[config.mk]
export PLATFORM = sky130hd
export DESIGN_NAME = cp0_intc
export DESIGN_NICKNAME = d
export VERILOG_FILES = /design/src/rtl/cp0_pkg.sv /design/src/rtl/cp0_irq_arb.sv /design/src/rtl/cp0_intc.sv
export SDC_FILE = /design/constraint.sdc
export NUM_CORES = 1
export LEC_CHECK = 0
export ABC_AREA = 1
export BUFFER_PORTS_ARGS = -buffer_cell sky130_fd_sc_hd__buf_2
export CORE_UTILIZATION = 45
export DETAILED_ROUTE_END_ITERATION = 16
export GPL_ROUTABILITY_DRIVEN = 0
export PLACE_DENSITY = 0.73
export SYNTH_ARGS = -nofsm -noshare
export SYNTH_HDL_FRONTEND = slang
export SYNTH_HIERARCHICAL = 1
export SYNTH_SLANG_ARGS = --single-unit
[constraint.sdc]
create_clock -name clk -period 5.38 [get_ports clk]
set_input_delay 0.538 -clock clk [delete_from_list [all_inputs] [get_ports clk]]
set_output_delay 0.538 -clock clk [all_outputs]
set_load 0.02 [all_outputs]
[src/rtl/cp0_pkg.sv]
// Shared CP0 encodings: operation codes, register addresses and field positions.
package cp0_pkg;

    localparam int unsigned XLEN  = 32;
    localparam int unsigned EXC_W = 5;
    localparam int unsigned ID_W  = 3;
    localparam int unsigned ADR_W = 5;

    typedef enum logic [1:0] {
        OP_NONE  = 2'b00,
        OP_STORE = 2'b01,
        OP_ERET  = 2'b10,
        OP_RSVD  = 2'b11
    } cp0_op_e;

    localparam logic [ADR_W-1:0] CP0_STATUS = 5'd12;
    localparam logic [ADR_W-1:0] CP0_CAUSE  = 5'd13;
    localparam logic [ADR_W-1:0] CP0_EPCR   = 5'd14;
    localparam logic [ADR_W-1:0] CP0_EHBR   = 5'd15;

    localparam int unsigned IE_BIT  = 0;
    localparam int unsigned EXL_BIT = 1;
    localparam int unsigned EXC_LSB = 2;
    localparam int unsigned IM_LSB  = 8;
    localparam int unsigned IP_LSB  = 8;

endpackage

[src/rtl/cp0_irq_arb.sv]
// Interrupt edge capture and fixed-priority (lowest index wins) arbitration.
module cp0_irq_arb
    import cp0_pkg::*;
#(
    parameter int unsigned NUM_IRQ = 4
) (
    input  logic               clk,
    input  logic               rst,
    input  logic [NUM_IRQ-1:0] irq_in,
    input  logic [NUM_IRQ-1:0] ip,
    input  logic [NUM_IRQ-1:0] im,
    output logic [NUM_IRQ-1:0] rise_c,
    output logic               any_valid_c,
    output logic [ID_W-1:0]    id_c
);

    logic [NUM_IRQ-1:0] irq_prev_q;
    logic [NUM_IRQ-1:0] irq_prev_d;
    logic [NUM_IRQ-1:0] pend_c;

    // Previous line levels for 0->1 detection.
    always_comb begin
        irq_prev_d = irq_in;
    end

    // Edge history register.
    always_ff @(posedge clk) begin
        if (rst) begin
            irq_prev_q <= '0;
        end else begin
            irq_prev_q <= irq_prev_d;
        end
    end

    // Rising edges, masked pending set and lowest-index winner.
    always_comb begin
        rise_c      = irq_in & ~irq_prev_q;
        pend_c      = ip & im;
        any_valid_c = |pend_c;
        id_c        = '0;
        for (int i = int'(NUM_IRQ) - 1; i >= 0; i--) begin
            if (pend_c[i]) begin
                id_c = ID_W'(i);
            end
        end
    end

endmodule

[src/rtl/cp0_intc.sv]
// CP0 register file with vectored multi-source interrupt entry and ERET redirect.
module cp0_intc
    import cp0_pkg::*;
#(
    parameter int unsigned NUM_IRQ    = 4,
    parameter int unsigned VEC_SHIFT  = 4,
    parameter logic [31:0] RESET_EHBR = 32'h0000_0008
) (
    input  logic               clk,
    input  logic               rst,
    input  logic [1:0]         oper,
    input  logic [ADR_W-1:0]   addr_r,
    output logic [XLEN-1:0]    data_r,
    input  logic [ADR_W-1:0]   addr_w,
    input  logic [XLEN-1:0]    data_w,
    input  logic               ir_en,
    input  logic [NUM_IRQ-1:0] irq_in,
    input  logic [XLEN-1:0]    ret_addr,
    output logic               jump_en,
    output logic [XLEN-1:0]    jump_addr,
    output logic [ID_W-1:0]    irq_id
);

    logic               ie_q, ie_d;
    logic               exl_q, exl_d;
    logic [NUM_IRQ-1:0] im_q, im_d;
    logic [NUM_IRQ-1:0] ip_q, ip_d;
    logic [EXC_W-1:0]   exc_q, exc_d;
    logic [XLEN-1:0]    epc_q, epc_d;
    logic [XLEN-1:0]    ehbr_q, ehbr_d;
    logic               jump_en_q, jump_en_d;
    logic [XLEN-1:0]    jump_addr_q, jump_addr_d;

    logic               store_c;
    logic               eret_c;
    logic               take_c;
    logic [NUM_IRQ-1:0] rise_c;
    logic               any_valid_c;
    logic [ID_W-1:0]    id_c;
    logic [NUM_IRQ-1:0] w1c_c;
    logic [NUM_IRQ-1:0] eret_clr_c;
    logic [XLEN-1:0]    vec_c;
    logic               unused_data_w_c;

    cp0_irq_arb #(
        .NUM_IRQ (NUM_IRQ)
    ) u_arb (
        .clk         (clk),
        .rst         (rst),
        .irq_in      (irq_in),
        .ip          (ip_q),
        .im          (im_q),
        .rise_c      (rise_c),
        .any_valid_c (any_valid_c),
        .id_c        (id_c)
    );

    // Only a few data_w bits map to architectural fields.
    assign unused_data_w_c = ^data_w;

    // Decode, take decision and vector. A take is held off while a redirect
    // pulse is out so every pulse is followed by at least one low cycle.
    always_comb begin
        store_c    = (oper == OP_STORE);
        eret_c     = (oper == OP_ERET);
        take_c     = ir_en & ie_q & ~exl_q & any_valid_c & ~eret_c & ~jump_en_q;
        vec_c      = ehbr_q + (XLEN'(id_c) << VEC_SHIFT);
        eret_clr_c = eret_c ? (NUM_IRQ'(1) << exc_q[2:0]) : '0;
    end

    // Next state: software store first, then hardware entry/return overrides.
    always_comb begin
        ie_d        = ie_q;
        exl_d       = exl_q;
        im_d        = im_q;
        exc_d       = exc_q;
        epc_d       = epc_q;
        ehbr_d      = ehbr_q;
        jump_en_d   = 1'b0;
        jump_addr_d = jump_addr_q;
        w1c_c       = '0;

        if (store_c) begin
            case (addr_w)
                CP0_STATUS: begin
                    ie_d  = data_w[IE_BIT];
                    exl_d = data_w[EXL_BIT];
                    im_d  = data_w[IM_LSB +: NUM_IRQ];
                end
                CP0_CAUSE: w1c_c  = data_w[IP_LSB +: NUM_IRQ];
                CP0_EPCR:  epc_d  = data_w;
                CP0_EHBR:  ehbr_d = data_w;
                default: ;
            endcase
        end

        // A new edge wins over any clear of the same bit.
        ip_d = (ip_q & ~w1c_c & ~eret_clr_c) | rise_c;

        if (take_c) begin
            epc_d       = ret_addr;
            exl_d       = 1'b1;
            exc_d       = EXC_W'(id_c);
            jump_en_d   = 1'b1;
            jump_addr_d = vec_c;
        end

        if (eret_c) begin
            exl_d       = 1'b0;
            jump_en_d   = 1'b1;
            jump_addr_d = epc_q;
        end
    end

    // State registers with synchronous reset.
    always_ff @(posedge clk) begin
        if (rst) begin
            ie_q        <= 1'b0;
            exl_q       <= 1'b0;
            im_q        <= '0;
            ip_q        <= '0;
            exc_q       <= '0;
            epc_q       <= '0;
            ehbr_q      <= RESET_EHBR;
            jump_en_q   <= 1'b0;
            jump_addr_q <= '0;
        end else begin
            ie_q        <= ie_d;
            exl_q       <= exl_d;
            im_q        <= im_d;
            ip_q        <= ip_d;
            exc_q       <= exc_d;
            epc_q       <= epc_d;
            ehbr_q      <= ehbr_d;
            jump_en_q   <= jump_en_d;
            jump_addr_q <= jump_addr_d;
        end
    end

    // Combinational register read port.
    always_comb begin
        data_r = '0;
        case (addr_r)
            CP0_STATUS: begin
                data_r[IE_BIT]              = ie_q;
                data_r[EXL_BIT]             = exl_q;
                data_r[IM_LSB +: NUM_IRQ]   = im_q;
            end
            CP0_CAUSE: begin
                data_r[EXC_LSB +: EXC_W]    = exc_q;
                data_r[IP_LSB +: NUM_IRQ]   = ip_q;
            end
            CP0_EPCR: data_r = epc_q;
            CP0_EHBR: data_r = ehbr_q;
            default: ;
        endcase
    end

    assign jump_en   = jump_en_q;
    assign jump_addr = jump_addr_q;
    assign irq_id    = exc_q[2:0];

endmodule

## Word-level counts from Yosys, hierarchy flattened

Index checks and enable logic that the tools add are counted.

- Register bits: 114
- Word-level logic and storage cells: 70
- Input bits: 83

- Add/subtract/negate cells: 1
- Multiplexer cells: 22
- Eq/ne operators: 10
- Shift-type cells: 1
- Bitwise gates (word level): 16
- Reductions and logical operators: 10

Operator list:

| cell | number |
|---|---|
| $mux W32 | 5 |
| $eq A5 B4 Y1 const B | 8 |
| $pmux W20 S2 | 1 |
| $add A32 B7 Y32 | 1 |
| $and A4 B4 Y4 | 4 |
| $pmux W4 S4 | 1 |
| $pmux W5 S3 | 1 |
| $mux W4 | 3 |
| $not A4 Y4 | 3 |
| $mux W2 | 4 |
| $reduce_and A2 Y1 | 4 |
| $reduce_bool A2 Y1 | 4 |
| $pmux W2 S3 | 1 |
| $and A1 B1 Y1 | 5 |
| $mux W1 | 5 |
| $or A4 B4 Y4 | 1 |
| $reduce_or A4 Y1 | 1 |
| $shl A1 B3 Y4 const A | 1 |
| $not A1 Y1 | 3 |
| $eq A2 B1 Y1 const B | 1 |
| $eq A2 B2 Y1 const B | 1 |
| $pmux W1 S2 | 1 |
| $reduce_or A2 Y1 | 1 |

## Depth between registers and ports, before layout

Gate-level depths: netlist of the first run.

- Word-level depth: 8
- Depth in mapped cells: 17
- Depth with buffers taken out: 17

## Hierarchy

Netlist of the first run, hierarchy kept.

By module, submodules not included:

| module | area each (µm²) | cells each | seq. area each (µm²) | times used |
|---|---|---|---|---|
| cp0_intc | 6248.5 | 864 | 2202.1 | 1 |
| cp0_irq_arb | 198.9 | 31 | 80.1 | 1 |

## Worst setup path after synthesis of the first run

No wires, ideal clock.

- Kind: input to output
- Start: input addr_r[3]
- End: output data_r[6]
- Stages on the path: 5
- Data arrival time: 1503 ps
- Slack: 3339 ps
- Data required time: 4842 ps
- Cell sequence: nand2_1 > nor2_1 > nand2_1 > clkbuf_1 > o21ai_0

- Word-level cells in the longest chain between the ends: 2

RTL lines:

| what | line | RTL |
|---|---|---|
| start: declaration | cp0_intc.sv:12 | `input logic [ADR_W-1:0] addr_r,` |
| $eq A5 B4 Y1 | cp0_intc.sv:143 | `case (addr_r)` |
| $pmux W5 S3 * | cp0_intc.sv:143 |  |
| end: declaration | cp0_intc.sv:13 | `output logic [XLEN-1:0] data_r,` |

Every way passes the cells marked *; elsewhere a longest branch is shown, timed or not.

## Worst setup path in the final report of the first run

- Start: input addr_r[3]
- End: output data_r[2]

The elaborated chain is that of the path after synthesis.

==> metrics.csv, run 1 <==
metric,value,unit
Layout area overhead,20.34,%
1st-iter DRT viols,505,
placed cell area,7178,sq um
Critical Path Slowest Stage Cell,nand2_1,
largest net degree at the start of global routing,63,
clock root buffer,clkbuf_16,
Post-synth EDFFs,0,
Fmax,339.1,MHz
met2 usage,43.47,%
fillers,1385,
Worst Setup End Kind,output pin,
Max VDD drop,0.0002176,V
met3 Use GR,5.056,%
Cell Rows,43,
# resized after CTS,0,
vias in the first global route,6253,
setup total negative slack,0,ns
#FFs+latches synth,114,
synth cell count leaders,"nand2_1, inv_1, dfxtp_1",
fraction of layout cells with a size suffix above 1,28.16,%
Clock Path Buffers,2,
"Critical Path, Cell by Cell",buf_2 > nand2_1 > nor2_1 > nand2_1 > inv_1 > nand2_1 > o221ai_1 > buf_2,
antenna diode count,0,
"Top FF cell, synth",dfxtp_1,
actual slew at the worst max-slew pin,0.9977,ns
drt pass-1 iters,5,
DRC,0,
DP Worst Slack,2.421,ns
final hold violation count,0,
Vias/cell,5.312,
first-pass GRT wire length,30.69,mm
critical path type,in -> out,
Core Area,13930,sq um
cell taking the most area after synthesis,dfxtp_1,
design area,7759,sq um
WHS,0.3356,ns
P_leak,3.533,nW
share of the synthesized area in the top cell type,35.40,%
Worst EP required,4.84,ns
antenna-violating nets left,0,
clock latency on the worst-skew pair,0.42,ns
max-slew violations,0,
final core utilization,55.68,%
Die X,121.7,um
clock sink count,114,
CP startpoint kind,input port,
Worst Path Arrival,2.41,ns
non-filler instance count after layout,1217,
RSZ-0062 raised after global routing,no,
run status,completed,
cts bufs inserted,17,
cell family with most CP delay,simple AND/OR/NAND/NOR gates,
initial core utilization,46.27,%
CTS tree,done,
max_cap viols,0,
largest cells by area after synthesis,"dfxtp_1, nand2_1, inv_1",
min Tclk post-route,2.949,ns
All-Layer GR Usage,26.67,%
number of placed I/O pins,151,
Mapped Nets,982,
via count,6465,
final WL,19.37,mm
hold_buf cts,0,
initial antenna violation count,0,
Final setup viols,0,
power per cell area,268.0,nW/um^2
met1 GRT Util,34.93,%
Worst Skew,0.008020,ns
Avg WL per Cell,15.91,um
Worst Path Buf+Inv,3,
Chip Height,121.7,um
Design Power,2.079,mW
top-count cell post-synth,nand2_1,
Total Nets Final,1111,
Synth Cell Area,6447,sq um
die area,14810,sq um
critical-path maximum fanout,25,
"most used cell, CP",nand2_1,
I/O Buffers,150,
Max-slew headroom,33.32,%
Cells after Synth,895,
busiest layer in global routing,met2,
post-synthesis sequential area ratio,35.40,%
worst stage delay on the critical path,0.61,ns
Worst-path clk slew,0.05,ns
H-tree depth,4,
Synth async-reset ratio,0,%
synth unique cells,42,
Worst Hold Class,in -> reg,
Syn Area/Cell,7.204,sq um
total setup buffers inserted after CTS,0,
final worst setup slack,2.431,ns
Final period util,54.82,%
Post-DP HPWL,13.06,mm
YS warnings,6,
placed insts,1185,
Overflow after GRT,0,
-- cell type report --
class                      count  area, sq um  share of cell area, %
inverter                     144        548.0                  7.063
multi-input combinational    592         3334                  42.98
timing repair buffer         155        788.3                  10.16
sequential                   114         2282                  29.41
clock inverter                11        110.1                  1.419
clock buffer                  21        470.5                  6.064
tap                          180        225.2                  2.903
-- layer usage --
metal  up-vias  share of wire (%)
li1       3209                  -
met1      2992                 45
met3        36                6.7
met4         0                2.4
met2       228                 46
met5         -                  0
-- power by group --
group	internal (mW)	leakage [nW]	total [mW]	switching [mW]
sequential	0.853	0.921	0.858	0.00519
combinational	0.0367	2.32	0.107	0.0702
clock	0.711	0.288	1.11	0.404
total	1.60	3.53	2.08	0.479
-- worst paths after layout --
| kind | start | end | slack (ns) | cells past startpoint |
|---|---|---|---|---|
| worst max-delay path | addr_r[3] | data_r[2] | 2.43 | 8 |
| worst min-delay path | irq_in[0] | u_arb/irq_prev_q[0] | 0.34 | 3 |
| worst max register to register | ip_q[3] | jump_addr[12] | 2.48 | 12 |
| worst min register to register | jump_addr[0] | jump_addr[0] | 0.46 | 2 |
-- cells in the final DEF, fill, tap and decap left out, types with 3 or more instances in the layout --
master,synthesis,layout
a211oi_1,4,4
a21oi_1,63,63
a21oi_2,8,8
a22oi_1,28,28
buf_2,7,150
buf_4,7,5
clkbuf_16,0,17
clkbuf_8,1,3
clkinv_2,0,7
dfxtp_1,114,114
ha_1,3,3
inv_1,133,133
inv_2,8,8
nand2_1,209,209
nand2_2,8,8
nand3_1,32,32
nand3_2,33,33
nor2_1,61,61
nor2_2,8,8
nor2_4,4,4
nor3_1,3,3
o211ai_1,3,3
o211ai_2,30,30
o21ai_0,48,48
o221ai_1,8,8
o22ai_1,24,24
-- kinds of logic after synthesis --
| group | count (synthesis) | share of synthesized area (%) |
|---|---|---|
| other | 1 | 0.05816 |
| AND/OR/NAND/NOR | 365 | 27.09 |
| XOR/XNOR | 1 | 0.1359 |
| flip-flops | 114 | 35.40 |
| AO/OA/AOI/OAI | 221 | 23.54 |
| buffers and inverters | 189 | 12.89 |
| adder cells (fa/ha/maj) | 4 | 0.8928 |
-- sequential cells by signal, summed over array words and instances (netlist names), 3 cells and up --
| register | flops |
|---|---|
| ip_q | 4 |
| u_arb/irq_prev_q | 4 |
| ehbr_q | 32 |
| exc_q | 3 |
| jump_addr | 32 |
| im_q | 4 |
| epc_q | 32 |
-- tightest hold or removal path, stage by stage --
cell and delay (ns):
buf_2 0.08, inv_1 0.04, nor2_1 0.07
No activity file was read; power rests on OpenSTA's default activity.
==> run 2: changes to the inputs <==
--- a/config.mk
+++ b/config.mk
@@ -10,7 +10,7 @@
 export CORE_UTILIZATION = 45
 export DETAILED_ROUTE_END_ITERATION = 16
 export GPL_ROUTABILITY_DRIVEN = 0
-export PLACE_DENSITY = 0.73
+export PLACE_DENSITY = 0.75
 export SYNTH_ARGS = -nofsm -noshare
 export SYNTH_HDL_FRONTEND = slang
 export SYNTH_HIERARCHICAL = 1
==> constraint.sdc (replaced) <==
create_clock -name clk -period 2.4 [get_ports clk]
set_input_delay 0.24 -clock clk [delete_from_list [all_inputs] [get_ports clk]]
set_output_delay 0.24 -clock clk [all_outputs]
set_load 0.02 [all_outputs]
==> run 2 against run 1 <==
Effect of this change: count of clock-buffer cells in the layout down 1; critical endpoint is now jump_addr[24]; routed wire length up 2.6%; die area unchanged; sequential share of layout area down 0.75 points; clock skew up 0.00074 ns; combinational power up 130%; clock power rose to 2.5 times the previous value; register-to-register slack worse by 2.3 ns.
==> metrics.csv, run 2 (synthesis results as in run 1) <==
metric,value,unit
critical-path maximum fanout,4,
busiest layer in global routing,met2,
antenna diode count,0,
CTS tree,done,
Vias/cell,5.369,
Die X,121.7,um
DRC,0,
final hold violation count,0,
max-slew violations,0,
Cell Rows,43,
number of placed I/O pins,151,
H-tree depth,4,
hold_sp,irq_in[0],
min Tclk post-route,2.263,ns
largest net degree at the start of global routing,72,
most frequent cells in the layout,"nand2_1, buf_2, inv_1, dfxtp_1, a21oi_1",
fraction of layout cells with a size suffix above 1,29.01,%
first-pass GRT wire length,31.03,mm
Avg WL per Cell,16.18,um
All-Layer GR Usage,27.25,%
met1 GRT Util,34.67,%
Core Area,13930,sq um
drt pass-1 iters,5,
Layout area overhead,23.50,%
P_leak,3.613,nW
CP startpoint kind,flip-flop,
Worst Hold Class,in -> reg,
area occupied by multi-input gates,3337,sq um
non-filler instance count after layout,1228,
final WL,19.86,mm
Max VDD drop,0.0004816,V
actual slew at the worst max-slew pin,0.7262,ns
met2 usage,44.11,%
Total Nets Final,1122,
vias in the first global route,6140,
Final setup viols,0,
Worst Path Arrival,2.54,ns
Worst Skew,0.008760,ns
Worst Setup End Kind,flip-flop,
reg2reg start,ip_q[3],
crit path launch,ip_q[3],
fillers,1299,
clock root buffer,clkbuf_16,
power per cell area,626.9,nW/um^2
I/O Buffers,150,
antenna-violating nets left,0,
critical path type,reg -> reg,
placed insts,1196,
run status,completed,
Chip Height,121.7,um
met3 Use GR,6.648,%
clock latency on the worst-skew pair,0.42,ns
initial core utilization,46.27,%
setup total negative slack,0,ns
total setup buffers inserted after CTS,0,
Fmax,441.8,MHz
clock sink count,114,
Worst EP required,2.68,ns
max_cap viols,0,
1st-iter DRT viols,571,
Max-slew headroom,51.59,%
die area,14810,sq um
Post-DP HPWL,14.02,mm
via count,6593,
Overflow after GRT,0,
cts bufs inserted,17,
Clock Path Buffers,2,
Worst-path clk slew,0.05,ns
Final period util,94.31,%
RSZ-0062 raised after global routing,no,
initial antenna violation count,0,
WHS,0.04460,ns
Register Area,2282,sq um
"commonest non-fill, non-tap cell in the layout",nand2_1,
[run 2: changes by cell type in the layout (fill, tap and decap cells not counted), moves of 2 or more]
cell | previous run | this run
clkinvlp_4 | 2 | 5
buf_4 | 5 | 13
clkinv_2 | 7 | 0
bufinv_16 | 2 | 5
clkinv_4 | 1 | 3
buf_12 | 0 | 3
[run 2: critical path, cell delays in order, from the launching register on]
cell and delay, ns:
dfxtp_1 0.35, nand2_1 0.09, inv_2 0.06, nand2_2 0.05, a21oi_2 0.15, ha_1 0.19, inv_1 0.06, fa_1 0.37
inv_1 0.10, nand3_1 0.07, nand2_1 0.13, inv_1 0.08, nor2_2 0.12, nand2_1 0.07, nand2_1 0.07, nand2_1 0.06
nand2_1 0.07, a21oi_2 0.05
[run 2: what timing repair did]
| action | CTS | global route |
|---|---|---|
| endpoints found under the setup margin | 0 | 1 |
| hold buffers | 0 | 0 |
| resized for setup | 0 | 1 |
[run 2: stage by stage]
| step | utilization, % | power [mW] | area (sq um) | setup WS [ns] |
|---|---|---|---|---|
| 4_1_cts | 57.12 | 5.007 | 7960 | 0.1649 |
| 2_1_floorplan | - | 2.076 | 6447 | 0.4337 |
| 6_report | 57.14 | 4.992 | 7963 | 0.1366 |
| 3_3_place_gp | 52.38 | 2.202 | 7298 | 0.2597 |
| 3_5_place_dp | 52.38 | 2.205 | 7298 | 0.1873 |
| 5_1_grt | 57.14 | 5.114 | 7963 | 0.005108 |
[run 2: worst paths after layout]
| kind | cells after the start | slack, ns | to |
|---|---|---|---|
| setup reg to reg | 17 | 0.14 | jump_addr[24] |
| setup / recovery | 17 | 0.14 | jump_addr[24] |
| hold reg to reg | 2 | 0.46 | jump_addr[4] |
| hold / removal | 3 | 0.04 | u_arb/irq_prev_q[0] |
[run 2: layout make-up]
type	instances	share of cell area, %
clock inverters	12	2.577
flip-flops and latches	114	28.66
multi-input cells	592	41.91
well taps	180	2.828
repair buffers	166	11.41
inverters	144	6.882
clock buffers	20	5.735
[run 2: power breakdown]
group	total [mW]	switching (mW)	leakage (nW)	internal, mW
Clock	2.82	0.925	0.305	1.90
Sequential	1.92	0.0120	0.921	1.91
Combinational	0.245	0.158	2.39	0.0869
[run 2: layer usage]
| metal | vias to the layer above | share of wire (%) |
|---|---|---|
| li1 | 3217 | - |
| met2 | 298 | 46 |
| met5 | - | 0 |
| met3 | 49 | 8.7 |
| met4 | 0 | 2.9 |
| met1 | 3029 | 43 |
==> run 3: changes to the inputs <==
--- a/config.mk
+++ b/config.mk
@@ -7,10 +7,11 @@
 export LEC_CHECK = 0
 export ABC_AREA = 1
 export BUFFER_PORTS_ARGS = -buffer_cell sky130_fd_sc_hd__buf_2
+export CAP_MARGIN = 20
 export CORE_UTILIZATION = 45
 export DETAILED_ROUTE_END_ITERATION = 16
 export GPL_ROUTABILITY_DRIVEN = 0
-export PLACE_DENSITY = 0.75
+export PLACE_DENSITY = 0.73
 export SYNTH_ARGS = -nofsm -noshare
 export SYNTH_HDL_FRONTEND = slang
 export SYNTH_HIERARCHICAL = 1
==> constraint.sdc (replaced) <==
create_clock -name clk -period 2.15 [get_ports clk]
set_input_delay 0.215 -clock clk [delete_from_list [all_inputs] [get_ports clk]]
set_output_delay 0.215 -clock clk [all_outputs]
set_load 0.02 [all_outputs]
==> run 3 against run 2 <==
Effect of this change: routed wire length is 1.5% higher; final cell count increased by 1.1%; flip-flop and latch count unchanged; register-to-register slack got worse by 0.08 ns; combinational power rose by 18%; sequential power up 12%; maximum frequency grew 8.3%; non-clock buffer count up 13; worst hold slack lost 0.014 ns; critical endpoint unchanged.
==> metrics.csv, run 3 (synthesis results as in run 1) <==
metric,value,unit
final WL,20.15,mm
drt pass-1 iters,5,
DP Worst Slack,-0.02632,ns
CTS tree,done,
Final setup viols,0,
"Critical Path, Cell by Cell",nand2_2 > inv_2 > nand2_2 > a21oi_2 > ha_2 > inv_2 > fa_2 > inv_2 > nand3_2 > nand2_4 > inv_2 > nor2_4 > nand2_1 > nand2_1 > nand2_1 > nand2_1 > a21oi_2,
Critical Path Slowest Stage Cell,fa_2,
critical path type,reg -> reg,
register share of total power,40.1,%
P_leak,3.668,nW
antenna-violating nets left,0,
clock latency on the worst-skew pair,0.42,ns
Post-DP HPWL,14.54,mm
clock sink count,114,
cell family with most CP delay,simple AND/OR/NAND/NOR gates,
RSZ-0062 raised after global routing,yes,
Max-slew headroom,62.07,%
Sw Ratio,22.06,%
initial core utilization,46.27,%
Clock Path Buffers,2,
Logic pwr share,5.4,%
internal cell power,4.173,mW
min Tclk post-route,2.090,ns
Worst Path Buf+Inv,4,
Vias/cell,5.317,
setup total negative slack,0,ns
via count,6598,
antenna diode count,0,
Layout area overhead,25.13,%
largest net degree at the start of global routing,32,
cts bufs inserted,17,
Cell Rows,43,
final hold violation count,0,
Chip Height,121.7,um
Avg WL per Cell,16.24,um
All-Layer GR Usage,28.19,%
H-tree depth,4,
final core utilization,57.90,%
Core Area,13930,sq um
Clock power frac,54.5,%
Die X,121.7,um
Worst EP required,2.44,ns
first-pass GRT wire length,31.71,mm
Max VDD drop,0.0005735,V
1st-iter DRT viols,511,
Worst-path clk slew,0.06,ns
placed insts,1206,
power per cell area,663.6,nW/um^2
"commonest non-fill, non-tap cell in the layout",nand2_1,
Worst Setup End Kind,flip-flop,
clock root buffer,clkbuf_16,
I/O Buffers,150,
run status,completed,
die area,14810,sq um
critical-path maximum fanout,3,
design area,8068,sq um
max-slew violations,0,
worst stage delay on the critical path,0.36,ns
WHS,0.03096,ns
Total Nets Final,1135,
Final period util,97.19,%
Worst Skew,0.007981,ns
Overflow after GRT,0,
final worst setup slack,0.06045,ns
placed cell area,7373,sq um
number of placed I/O pins,151,
Worst Path Arrival,2.38,ns
vias in the first global route,6208,
fraction of layout cells with a size suffix above 1,31.48,%
DRC,0,
Worst Hold Class,in -> reg,
actual slew at the worst max-slew pin,0.5676,ns
non-filler instance count after layout,1241,
Psw,1.181,mW
max_cap viols,0,
Design Power,5.353,mW
CP startpoint kind,flip-flop,
Fmax,478.6,MHz
initial antenna violation count,0,
most frequent cells in the layout,"nand2_1, buf_2, inv_1, dfxtp_1, a21oi_1",
==> run 3: power by group through the flow <==
stage / clock network (mW) / logic [mW] / registers [mW]
after global placement: 0 / 0.276 / 2.19
after floorplan: 0 / 0.128 / 2.19
after CTS: 2.94 / 0.283 / 2.15
final: 2.92 / 0.288 / 2.15
after detailed placement: 0 / 0.278 / 2.19
after global routing: 3.03 / 0.312 / 2.15
==> run 3: routing by layer <==
metal,GRT usage (%),share of wire (%)
met5,0,0
met4,10.57,2.3
met2,46.20,47
met1,36.09,43
met3,6.227,7.4
==> run 3: final cells by class <==
| class | instances | area [sq um] |
|---|---|---|
| Multi-Input combinational cell | 592 | 3378 |
| Sequential cell | 114 | 2287 |
| Clock buffer | 22 | 484.2 |
| Clock inverter | 10 | 130.1 |
| Timing Repair Buffer | 179 | 1015 |
| Tap cell | 180 | 225.2 |
| Fill cell | 1291 | 5867 |
| Inverter | 144 | 548.0 |
==> run 3: worst reg2reg max path: cells and delay by family, from the launching register on <==
family / cells / cell delay [ns]
fa+ha+maj: 2 / 0.58
compound gates: 2 / 0.20
flops: 1 / 0.33
buf+inv: 4 / 0.23
simple gates: 9 / 0.60
==> run 3: what timing repair did <==
item	in CTS	in global routing
hold endpoints to repair	2	0
hold buffers	2	0
setup endpoints to repair	4	11
gates resized for setup	6	20
pin swaps	0	5
setup buffers	0	2
==> run 3: final timing paths <==
kind	from	endpoint	slack, ns	cells after the start
setup / recovery	im_q[3]	jump_addr[24]	0.06	17
setup reg to reg	im_q[3]	jump_addr[24]	0.06	17
hold reg to reg	jump_addr[5]	jump_addr[5]	0.46	2
hold / removal	data_w[3]	ehbr_q[3]	0.03	3
